===== src/rtl/fifo_access_ctrl.sv =====
// fifo_access_ctrl: shared FIFO sequencer.
// Write side: round-robin arbiter for two producers onto the FIFO write port.
// Read side: pop one word per consumer request, hand it to bin2bcd with a
// start/done handshake, and keep the last converted word for the display mux.
module fifo_access_ctrl #(
    parameter int unsigned DATA_W  = 8,
    parameter int unsigned TIMEOUT = 64
) (
    input  logic              clk,
    input  logic              reset,
    input  logic              req0,
    input  logic              req1,
    input  logic [DATA_W-1:0] data0,
    input  logic [DATA_W-1:0] data1,
    output logic              gnt0,
    output logic              gnt1,
    input  logic              rd_req,
    input  logic              fifo_full,
    input  logic              fifo_empty,
    input  logic [DATA_W-1:0] fifo_rd_data,
    output logic              fifo_wr,
    output logic [DATA_W-1:0] fifo_wr_data,
    output logic              fifo_rd,
    output logic              cvt_start,
    output logic [DATA_W-1:0] cvt_bin,
    input  logic              cvt_done,
    output logic [DATA_W-1:0] disp_val,
    output logic              disp_valid,
    output logic              busy,
    output logic              rd_err
);

    localparam int unsigned CNT_W = $clog2(TIMEOUT);
    localparam logic [CNT_W-1:0] CNT_LAST = CNT_W'(TIMEOUT - 1);

    typedef enum logic [1:0] {
        S_IDLE,
        S_POP,
        S_CONV,
        S_WAIT
    } state_e;

    // Write arbiter state: 1 means requester 1 was granted most recently.
    logic last_q;
    logic last_d;
    logic pick0;

    // Read sequencer state and registered outputs.
    state_e            state_q;
    logic [CNT_W-1:0]  cnt_q;
    logic [DATA_W-1:0] hold_q;
    logic [DATA_W-1:0] disp_val_q;
    logic              disp_valid_q;
    logic              fifo_rd_q;
    logic              cvt_start_q;
    logic              busy_q;
    logic              rd_err_q;

    // Combinational round-robin grant; requester 0 wins a tie when 1 was last.
    always_comb begin
        fifo_wr      = !fifo_full && (req0 || req1);
        pick0        = req0 && (!req1 || last_q);
        gnt0         = fifo_wr && pick0;
        gnt1         = fifo_wr && !pick0;
        fifo_wr_data = '0;
        if (gnt0) begin
            fifo_wr_data = data0;
        end else if (gnt1) begin
            fifo_wr_data = data1;
        end
        last_d = last_q;
        if (gnt0) begin
            last_d = 1'b0;
        end else if (gnt1) begin
            last_d = 1'b1;
        end
    end

    // Last-grant pointer; frozen while full because no grant is issued.
    always_ff @(posedge clk or posedge reset) begin
        if (reset) begin
            last_q <= 1'b1;
        end else begin
            last_q <= last_d;
        end
    end

    // Read sequencer: IDLE -> POP -> CONV -> WAIT -> IDLE, with registered outputs.
    always_ff @(posedge clk or posedge reset) begin
        if (reset) begin
            state_q      <= S_IDLE;
            cnt_q        <= '0;
            hold_q       <= '0;
            disp_val_q   <= '0;
            disp_valid_q <= 1'b0;
            fifo_rd_q    <= 1'b0;
            cvt_start_q  <= 1'b0;
            busy_q       <= 1'b0;
            rd_err_q     <= 1'b0;
        end else begin
            fifo_rd_q   <= 1'b0;
            cvt_start_q <= 1'b0;
            rd_err_q    <= 1'b0;
            case (state_q)
                S_IDLE: begin
                    if (rd_req) begin
                        if (fifo_empty) begin
                            rd_err_q <= 1'b1;
                        end else begin
                            hold_q    <= fifo_rd_data;
                            fifo_rd_q <= 1'b1;
                            busy_q    <= 1'b1;
                            state_q   <= S_POP;
                        end
                    end
                end
                S_POP: begin
                    cvt_start_q <= 1'b1;
                    state_q     <= S_CONV;
                end
                S_CONV: begin
                    cnt_q   <= '0;
                    state_q <= S_WAIT;
                end
                S_WAIT: begin
                    if (cvt_done) begin
                        disp_val_q   <= hold_q;
                        disp_valid_q <= 1'b1;
                        busy_q       <= 1'b0;
                        state_q      <= S_IDLE;
                    end else if (cnt_q == CNT_LAST) begin
                        rd_err_q <= 1'b1;
                        busy_q   <= 1'b0;
                        state_q  <= S_IDLE;
                    end else begin
                        cnt_q <= cnt_q + 1'b1;
                    end
                end
                default: begin
                    busy_q  <= 1'b0;
                    state_q <= S_IDLE;
                end
            endcase
            if (rd_req && (state_q != S_IDLE)) begin
                rd_err_q <= 1'b1;
            end
        end
    end

    assign fifo_rd    = fifo_rd_q;
    assign cvt_start  = cvt_start_q;
    assign cvt_bin    = hold_q;
    assign disp_val   = disp_val_q;
    assign disp_valid = disp_valid_q;
    assign busy       = busy_q;
    assign rd_err     = rd_err_q;

endmodule


===== config.mk =====
export PLATFORM = sky130hd
export DESIGN_NAME = fifo_access_ctrl
export DESIGN_NICKNAME = d
export VERILOG_FILES = /design/src/rtl/fifo_access_ctrl.sv
export SDC_FILE = /design/constraint.sdc
export NUM_CORES = 1
export LEC_CHECK = 0
export BUFFER_PORTS_ARGS = -buffer_cell sky130_fd_sc_hd__buf_2
export CORE_ASPECT_RATIO = 1.4
export CORE_MARGIN = 2
export CORE_UTILIZATION = 41
export DETAILED_ROUTE_END_ITERATION = 8
export PLACE_DENSITY = 0.74
export RECOVER_POWER = 100
export SETUP_SLACK_MARGIN = 0.3
export SLEW_MARGIN = 15
export SYNTH_ARGS = -nofsm -noshare
export SYNTH_HDL_FRONTEND = slang
export SYNTH_SLANG_ARGS = --single-unit

===== constraint.sdc =====
create_clock -name clk -period 1.8 [get_ports clk]
set_clock_uncertainty 0.1 [all_clocks]
set_input_delay 0.09 -clock clk [delete_from_list [all_inputs] [get_ports clk]]
set_output_delay 0.09 -clock clk [all_outputs]
set_load 0.05 [all_outputs]

# After elaboration in Yosys (flattened, before gate mapping)
# Cells that the tools add are included.
[word_totals]
latch_bits = 0
wordCells = 68
output_inout_bits = 32
inputBits = 32
reg_bits = 30
mem_count = 0
romBits = 0
mem_bits_rw = 0
[op_classes]
reduce_logical = 20
mux = 27
n_bitwise = 1
n_div = 0
n_shift = 0
addsub = 1
mul = 0
n_eq_ne = 9
n_lt_le_gt_ge = 0
[op_table]
columns = ["cell", "n"]
rows = [
  ["$mux 8", 2],
  ["$mux 1", 15],
  ["$mux 6", 2],
  ["$pmux 6 s2", 1],
  ["$reduce_and 3->1", 3],
  ["$mux 2", 4],
  ["$ne 2x2->1 const B", 4],
  ["$pmux 2 s4", 1],
  ["$reduce_bool 2->1", 4],
  ["$add 6x1->6 const B", 1],
  ["$eq 6x6->1 const B", 1],
  ["$logic_and 1x1->1", 5],
  ["$eq 2x2->1 const B", 2],
  ["$pmux 1 s2", 2],
  ["$reduce_and 4->1", 1],
  ["$logic_not 1->1", 3],
  ["$ne 3x3->1 const B", 1],
  ["$eq 2x1->1 const B", 1],
  ["$logic_not 2->1", 1],
  ["$logic_or 1x1->1", 2],
  ["$reduce_and 2->1", 1],
  ["$not 1->1", 1],
]

# Logic depth before layout (Yosys ltp)
# Gate-level depths: netlist (run 1).
[depth]
ltp_word = 7
ltp_mapped = 5
depth_no_buf = 5

# Worst setup path after synthesis (run 1)
# No wires, ideal clock.
[synth_timing]
path_kind = "reg-to-output"
startpoint = "register last_q"
endpoint = "output port fifo_wr_data[0]"
slack_ns = -0.486
arrival_time_ns = 2.096
t_required_ns = 1.610
stages_incl_launch_ff = 4
n_path_buf = 0
cell_sequence = "dfstp_2 inv_1 a211oi_2 a22o_1"
[synth_via]
elab_cells_between_ends = 7
cone_classes = "mux: 2; reduce/logical: 5"
[synth_rtl]
columns = ["item", "line", "source"]
rows = [
  ["from (decl)", "44", "logic last_q;"],
  ["from (signal assigned)", "84", "last_q <= last_d;"],
  ["$logic_or 1x1->1", "62", "pick0 = req0 && (!req1 || last_q);"],
  ["$logic_and 1x1->1", "62", ""],
  ["$logic_and 1x1->1", "63", "gnt0 = fifo_wr && pick0;"],
  ["net gnt0", "15", "output logic gnt0,"],
  ["$mux 8", "66", "if (gnt0) begin"],
  ["to (decl)", "22", "output logic [DATA_W-1:0] fifo_wr_data,"],
]
# The timed path passes the listed nets, and every way through them passes these cells.

# Worst setup path in the final report (run 1)
[layout_timing]
startpoint = "register last_q"
endpoint = "output port fifo_wr_data[5]"
[layout_via]
elab_chain_len = 6
elab_cells_between_ends = 7
cone_classes = "mux: 2; reduce/logical: 5"
[layout_lines]
columns = ["item", "line", "source"]
rows = [
  ["$logic_or 1x1->1 (*)", "62", ""],
  ["$logic_and 1x1->1 (*)", "62", ""],
  ["$logic_not 1->1", "64", "gnt1 = fifo_wr && !pick0;"],
  ["$logic_and 1x1->1", "64", ""],
  ["$mux 8", "68", "end else if (gnt1) begin"],
  ["$mux 8 (*)", "66", ""],
]
# Mark *: on every way between the ends. The rest lies on a longest branch, timed or not.

==> out/results.ini, run 1 <==
[yosys]
synth_fp_nets=147
synth_cell_type_count=30
synth-xor-area-share_pct=0
yosys.area.top_type_share_pct=51.7
ys_seq_area_share_pct=53.6
synth-simple-area-share_pct=7.66
synth.area.mux_share_pct=14.6
synth_fa_ha_area_share_pct=4.46
netlist.top_cell.by_area=dfrtp_1
synth_warnings=0
syn_avg_cell_area_um2=12.8
netlist_area_um2=1400
yosys-top-cells-area=dfrtp_1 (52%), mux2_2 (13%), a22o_1 (5.0%)
synth_seq_cells=30
synth_top_family_by_area=compound AO/OA/AOI/OAI gates
synth_compound_area_share_pct=17.0
synthCells=110

[critical_path]
regToRegStartpoint=state_q[0]
crit_type=register to output port
end_kind=output port
critPathLaunchType=register
arrival_ns=1.57
path_cells=inv_2 > a211oi_4 > buf_4 > a22o_4 > buf_8
worst_r2r_endpoint=disp_val[2]
cp_data_required_time_ns=1.61
rr_worst_depth=4
cp.buffers_inverters=3
reg2reg_slack_ns=0.11
slowest_delay_ns=0.54
slowest_stage=dfstp_2
critPathMaxFanout=4
crit_family=flip-flops

[worst_hold_path]
hold_path_startpoint=fifo_empty
hp-class=input port to register
min_to=rd_err
hold_depth=3

[global_routing]
grt_pass1_wl_mm=6.23
antenna_found_initial=0
track_usage_pct=22.5
grt_pass1_vias=1377
overflow=0
grt_start_max_net_pins=31

[placement]
pre_cts_slack_ns=0.116
routabilityCongestion=0.743
port_buffers=63
hpwl_mm=2.72

[cts]
cts-root-buf=clkbuf_8
clockBufferDepth=2
cts.sinks=30
cts_tree=yes
clkTransAtPathRegs_ns=0.06
cts_buffers=5
htreeDepth=2
clk_latency_ns=0.28

[power_and_ir_drop]
irDropWorstVdd_uv=1200
p_per_area_nw_per_um2=1650
leakagePower_nw=1.11

[drt]
drt_iter0_drc=17
first_pass_iters=4
wl_per_cell_um=16.7
routed_wl_mm=4.19
num_vias=1306
ant_nets=0
via_per_inst=5.20
drc=0

[timing]
final-setup-viol-count=0
rsz0062_at_grt=true
period_needed_ns=1.76
postLayoutSetupSlackWorst_ns=0.0372
final-max-slew-violation-count=0
worst_pin_slew_ns=0.727
hold_violations=0
slew_headroom_pct=51.6
max_freq_mhz=567
fin_crit_sh_pct=97.9
fin_hold_ws_ns=0.0374

[die]
chipHeight_um=73.2
start_util_pct=42.3
dieArea_um2=3910
rows=25
die_w_um=53.5
ioPinCount=64
fp.coreArea_um2=3320

[final_layout]
syn_to_final_growth_pct=65.9
final_common_cell=buf_2
fin_nets=247
drive_gt1_share_pct=51.2
fillers=252
final_cell_mix=buf_2 (31), dfrtp_1 (29), clkbuf_1 (25)
fin_util_pct=70.2
diodes=0

[run_status]
status=finished, final reports clean

[run]
cap_viol_max_count=0

==> where the power goes <==
group,internal [mW],leakage (nW),total [mW],switching (mW)
combinational,0.749,0.690,2.17,1.42
clock,0.308,0.0482,0.551,0.244
sequential,0.948,0.367,1.13,0.183
==> Yosys cell counts, drive strengths merged <==
library cell	instances
o22ai	1
ha	5
and2	1
nand3	1
a32o	1
o211ai	2
inv	10
o21ai	5
nand2	7
o21bai	1
a311oi	1
mux2	17
a211oi	2
dfstp	1
and3	3
o32a	1
nor2b	3
a31oi	2
nand4	2
dfrtp	29
mux2i	1
a22oi	1
or2	1
nand2b	1
a21oi	2
a22o	8
a221oi	1
==> repair_timing <==
action                                  4_1_cts  5_1_grt
gates resized for setup                      42       22
pin swaps                                     2       11
endpoints found under the setup margin       36       27
cloned                                        1        1
buffers inserted                              8        6
hold buffers                                 10        0
hold endpoints to repair                     38        0
==> state kept, by name, indices dropped and copies added, names as in the netlist <==
signal	count
cvt_bin	8
disp_val	8
cnt_q	6
state_q	2
busy	1
cvt_start	1
disp_valid	1
fifo_rd	1
last_q	1
rd_err	1
==> routing by layer <==
layer / vias to the layer above / GRT usage (%) / routed length (um)
li1: 604 / - / -
met1: 634 / 21.2 / 1470
met2: 56 / 42.8 / 2310
met3: 12 / 5.53 / 313
met4: 0 / 10.8 / 97
met5: - / 0 / 0
==> final cells by class <==
cell class	instances	area, um^2	share of cell area [%]
clock buffers	7	86.3	3.71
clock inverters	1	5.00	0.215
inverters	10	43.8	1.88
multi-input cells	71	769	33.0
flip-flops and latches	30	752	32.3
well taps	40	50.0	2.15
repair buffers	92	622	26.7
==> worst min-delay path, stage by stage <==
cell and delay, ns:
buf_2 0.09, a22oi_1 0.08, o22ai_2 0.10
==> worst max path at each step <==
stage                     slack [ns]               to        from  cells after the start
after floorplan                -0.08  fifo_wr_data[0]      last_q                      3
after global placement          0.18       state_q[1]  state_q[1]                      5
after detailed placement        0.12         cnt_q[4]  state_q[0]                      5
after CTS                      0.008  fifo_wr_data[3]      last_q                      5
after global routing           0.003  fifo_wr_data[2]      last_q                      5
final                           0.04  fifo_wr_data[5]      last_q                      5
==> cells by family after synthesis <==
family | count (synthesis)
compound gates | 28
fa+ha+maj | 5
buf+inv | 10
flops | 30
mux | 18
simple gates | 19
==> per-stage QoR <==
step	power, mW	setup TNS, ns	instance area (um^2)	cells
after detailed placement	2.98	0	1890	217
after global placement	2.91	0	1890	217
final	3.85	0	2330	251
after global routing	4.05	0	2330	251
after floorplan	2.51	-0.603	1490	110
after CTS	3.77	0	2300	244
(Power assumes the default switching activity.)
==> run 2: changes to the inputs <==
--- a/config.mk
+++ b/config.mk
@@ -6,7 +6,6 @@
 export NUM_CORES = 1
 export LEC_CHECK = 0
 export BUFFER_PORTS_ARGS = -buffer_cell sky130_fd_sc_hd__buf_2
-export CORE_ASPECT_RATIO = 1.4
 export CORE_MARGIN = 2
 export CORE_UTILIZATION = 41
 export DETAILED_ROUTE_END_ITERATION = 8
==> run 2 against run 1 <==
Effect of this change:
- design area increased by 1.0%
- critical endpoint is now fifo_wr_data[4]
- die area decreased by 0.17%
- highest routed layer unchanged
- largest power group unchanged
- the flow now finishes with violations (negative setup slack)
- non-clock buffer count stayed put
==> out/results.ini, run 2 (synthesis gave the netlist of run 1 again) <==
[global_routing]
track_usage_pct=22.8  ; was 22.5%
grt_pass1_wl_mm=6.83  ; was 6.23 mm
grt_start_max_net_pins=31  ; unchanged
overflow=0  ; unchanged
antenna_found_initial=0  ; unchanged
grt_pass1_vias=1384  ; was 1377

[critical_path]
slowest_delay_ns=0.55  ; was 0.54 ns
regToRegStartpoint=state_q[0]  ; unchanged
worst-path-stages=5  ; unchanged
rr_worst_depth=5  ; was 4
cp.buffers_inverters=3  ; unchanged
worst_r2r_endpoint=state_q[1]  ; was disp_val[2]
critPathLaunchType=register  ; unchanged
crit_type=register to output port  ; unchanged
cp_data_required_time_ns=1.61  ; about the same
slowest_stage=dfstp_2  ; unchanged
reg2reg_slack_ns=0.04  ; was 0.11 ns
critPathMaxFanout=5  ; was 4
end_kind=output port  ; unchanged
crit_family=flip-flops  ; unchanged
arrival_ns=1.63  ; was 1.57 ns
path_cells=inv_2 > a211oi_4 > buf_6 > a22o_4 > buf_8  ; was inv_2 > a211oi_4 > buf_4 > a22o_4 > buf_8

[die]
dieArea_um2=3910  ; about the same
fp.coreArea_um2=3310  ; was 3320 um^2
die_w_um=62.5  ; was 53.5 um
start_util_pct=42.4  ; was 42.3%
chipHeight_um=62.5  ; was 73.2 um
rows=21  ; was 25
ioPinCount=64  ; unchanged

[placement]
port_buffers=63  ; unchanged
routabilityCongestion=0.868  ; was 0.743
dpl_cell_area_um2=1890  ; about the same
hpwl_mm=2.63  ; was 2.72 mm
pre_cts_slack_ns=0.0448  ; was 0.116 ns

[drt]
drt_iter0_drc=31  ; was 17
ant_nets=0  ; unchanged
via_per_inst=5.14  ; was 5.20
first_pass_iters=4  ; unchanged
routed_wl_mm=4.49  ; was 4.19 mm
wl_per_cell_um=17.5  ; was 16.7 um
num_vias=1315  ; was 1306
drc=0  ; unchanged

[timing]
max_freq_mhz=549  ; was 567 MHz
period_needed_ns=1.82  ; was 1.76 ns
final-max-slew-violation-count=0  ; unchanged
hold_violations=0  ; unchanged
fin_crit_sh_pct=101  ; was 97.9%
postLayoutSetupSlackWorst_ns=-0.0230  ; was 0.0372 ns
slew_headroom_pct=51.4  ; was 51.6%
final-setup-viol-count=8  ; was 0
rsz0062_at_grt=true  ; unchanged
worst_pin_slew_ns=0.728  ; was 0.727 ns

[final_layout]
fillers=255  ; was 252
multi_input_area_um2=786  ; was 769 um^2
drive_gt1_share_pct=53.8  ; was 51.2%
diodes=0  ; unchanged
final_common_cell=buf_2  ; unchanged
syn_to_final_growth_pct=67.6  ; was 65.9%
final-seq-area_um2=752  ; unchanged
fin_nets=247  ; unchanged
final_area_um2=2350  ; was 2330 um^2
final_cell_mix=buf_2 (31), dfrtp_1 (29), clkbuf_1 (23)  ; was buf_2 (31), dfrtp_1 (29), clkbuf_1 (25)

[power_and_ir_drop]
p_per_area_nw_per_um2=1610  ; was 1650 nW/um^2
leakagePower_nw=1.10  ; was 1.11 nW
irDropWorstVdd_uv=919  ; was 1200 uV

[worst_hold_path]
hold_path_startpoint=fifo_full  ; was fifo_empty
hold_depth=3  ; unchanged
min_to=last_q  ; was rd_err
hp-class=input port to register  ; unchanged

[cts]
clk_latency_ns=0.33  ; was 0.28 ns
cts_tree=yes  ; unchanged
clkTransAtPathRegs_ns=0.10  ; was 0.06 ns
cts-root-buf=clkbuf_4  ; was clkbuf_8
htreeDepth=2  ; unchanged
cts_buffers=5  ; unchanged
clockBufferDepth=2  ; unchanged
cts.sinks=30  ; unchanged

[run]
cap_viol_max_count=0  ; unchanged

[run_status]
violations=negative setup slack
status=finished with violations  ; was finished, final reports clean

run 2: changes by cell type in the layout (fill, tap and decap cells not counted), sizes merged:
cell         change
clkbuf           -2
dlygate4sd3      +2
buf              -1
bufinv           +1
clkinv           -1
run 2: power breakdown:
part / leakage (nW) / total, mW / switching [mW] / internal [mW]
sequential: 0.367 / 1.13 / 0.185 / 0.945
clock: 0.0443 / 0.552 / 0.228 / 0.323
combinational: 0.688 / 2.12 / 1.41 / 0.702
run 2: tightest hold or removal path, stage by stage:
cell and delay (ns):
buf_2 0.16, a21oi_1 0.08, o21bai_1 0.14
run 2: area by class of cell:
type | count | area share [%]
Clock buffer | 6 | 2.18
Tap cell | 46 | 2.45
Multi-Input combinational cell | 71 | 33.4
Inverter | 10 | 1.76
Clock inverter | 1 | 1.28
Sequential cell | 30 | 32.0
Timing Repair Buffer | 92 | 27.0
run 2: how the worst max path moves through the flow:
stage	from	end
2_1_floorplan	last_q	fifo_wr_data[0]
3_3_place_gp	state_q[1]	state_q[1]
3_5_place_dp	state_q[1]	state_q[1]
4_1_cts	last_q	fifo_wr_data[2]
5_1_grt	last_q	fifo_wr_data[4]
6_report	last_q	fifo_wr_data[4]
run 2: per-stage QoR:
| stage | TNS [ns] | utilization, % | total power [mW] | instances | hold slack, ns |
|---|---|---|---|---|---|
| 2_1_floorplan | -0.603 | - | 2.51 | 110 | 0.0801 |
| 5_1_grt | -0.503 | 71.1 | 3.99 | 256 | 0.0604 |
| 6_report | -0.132 | 71.1 | 3.80 | 256 | 0.0751 |
| 3_5_place_dp | 0 | 57.2 | 2.97 | 223 | 0.0919 |
| 4_1_cts | -0.176 | 69.0 | 3.74 | 249 | 0.0371 |
| 3_3_place_gp | 0 | 57.2 | 2.90 | 223 | 0.0787 |
run 2: layer usage:
metal  up-vias  track usage (%)  wire length, um
met5         -                0                0
met4         0             9.44               95
met3        11             5.77              240
met2        61             42.9             2430
met1       633             23.9             1720
li1        610                -                -
run 2: repair_timing:
action | CTS | global route
hold buffers | 12 | 0
cloned | 1 | 1
setup buffers | 6 | 6
gates resized for setup | 38 | 32
hold endpoints to repair | 38 | 0
pin swaps | 3 | 10
setup endpoints to repair | 36 | 28
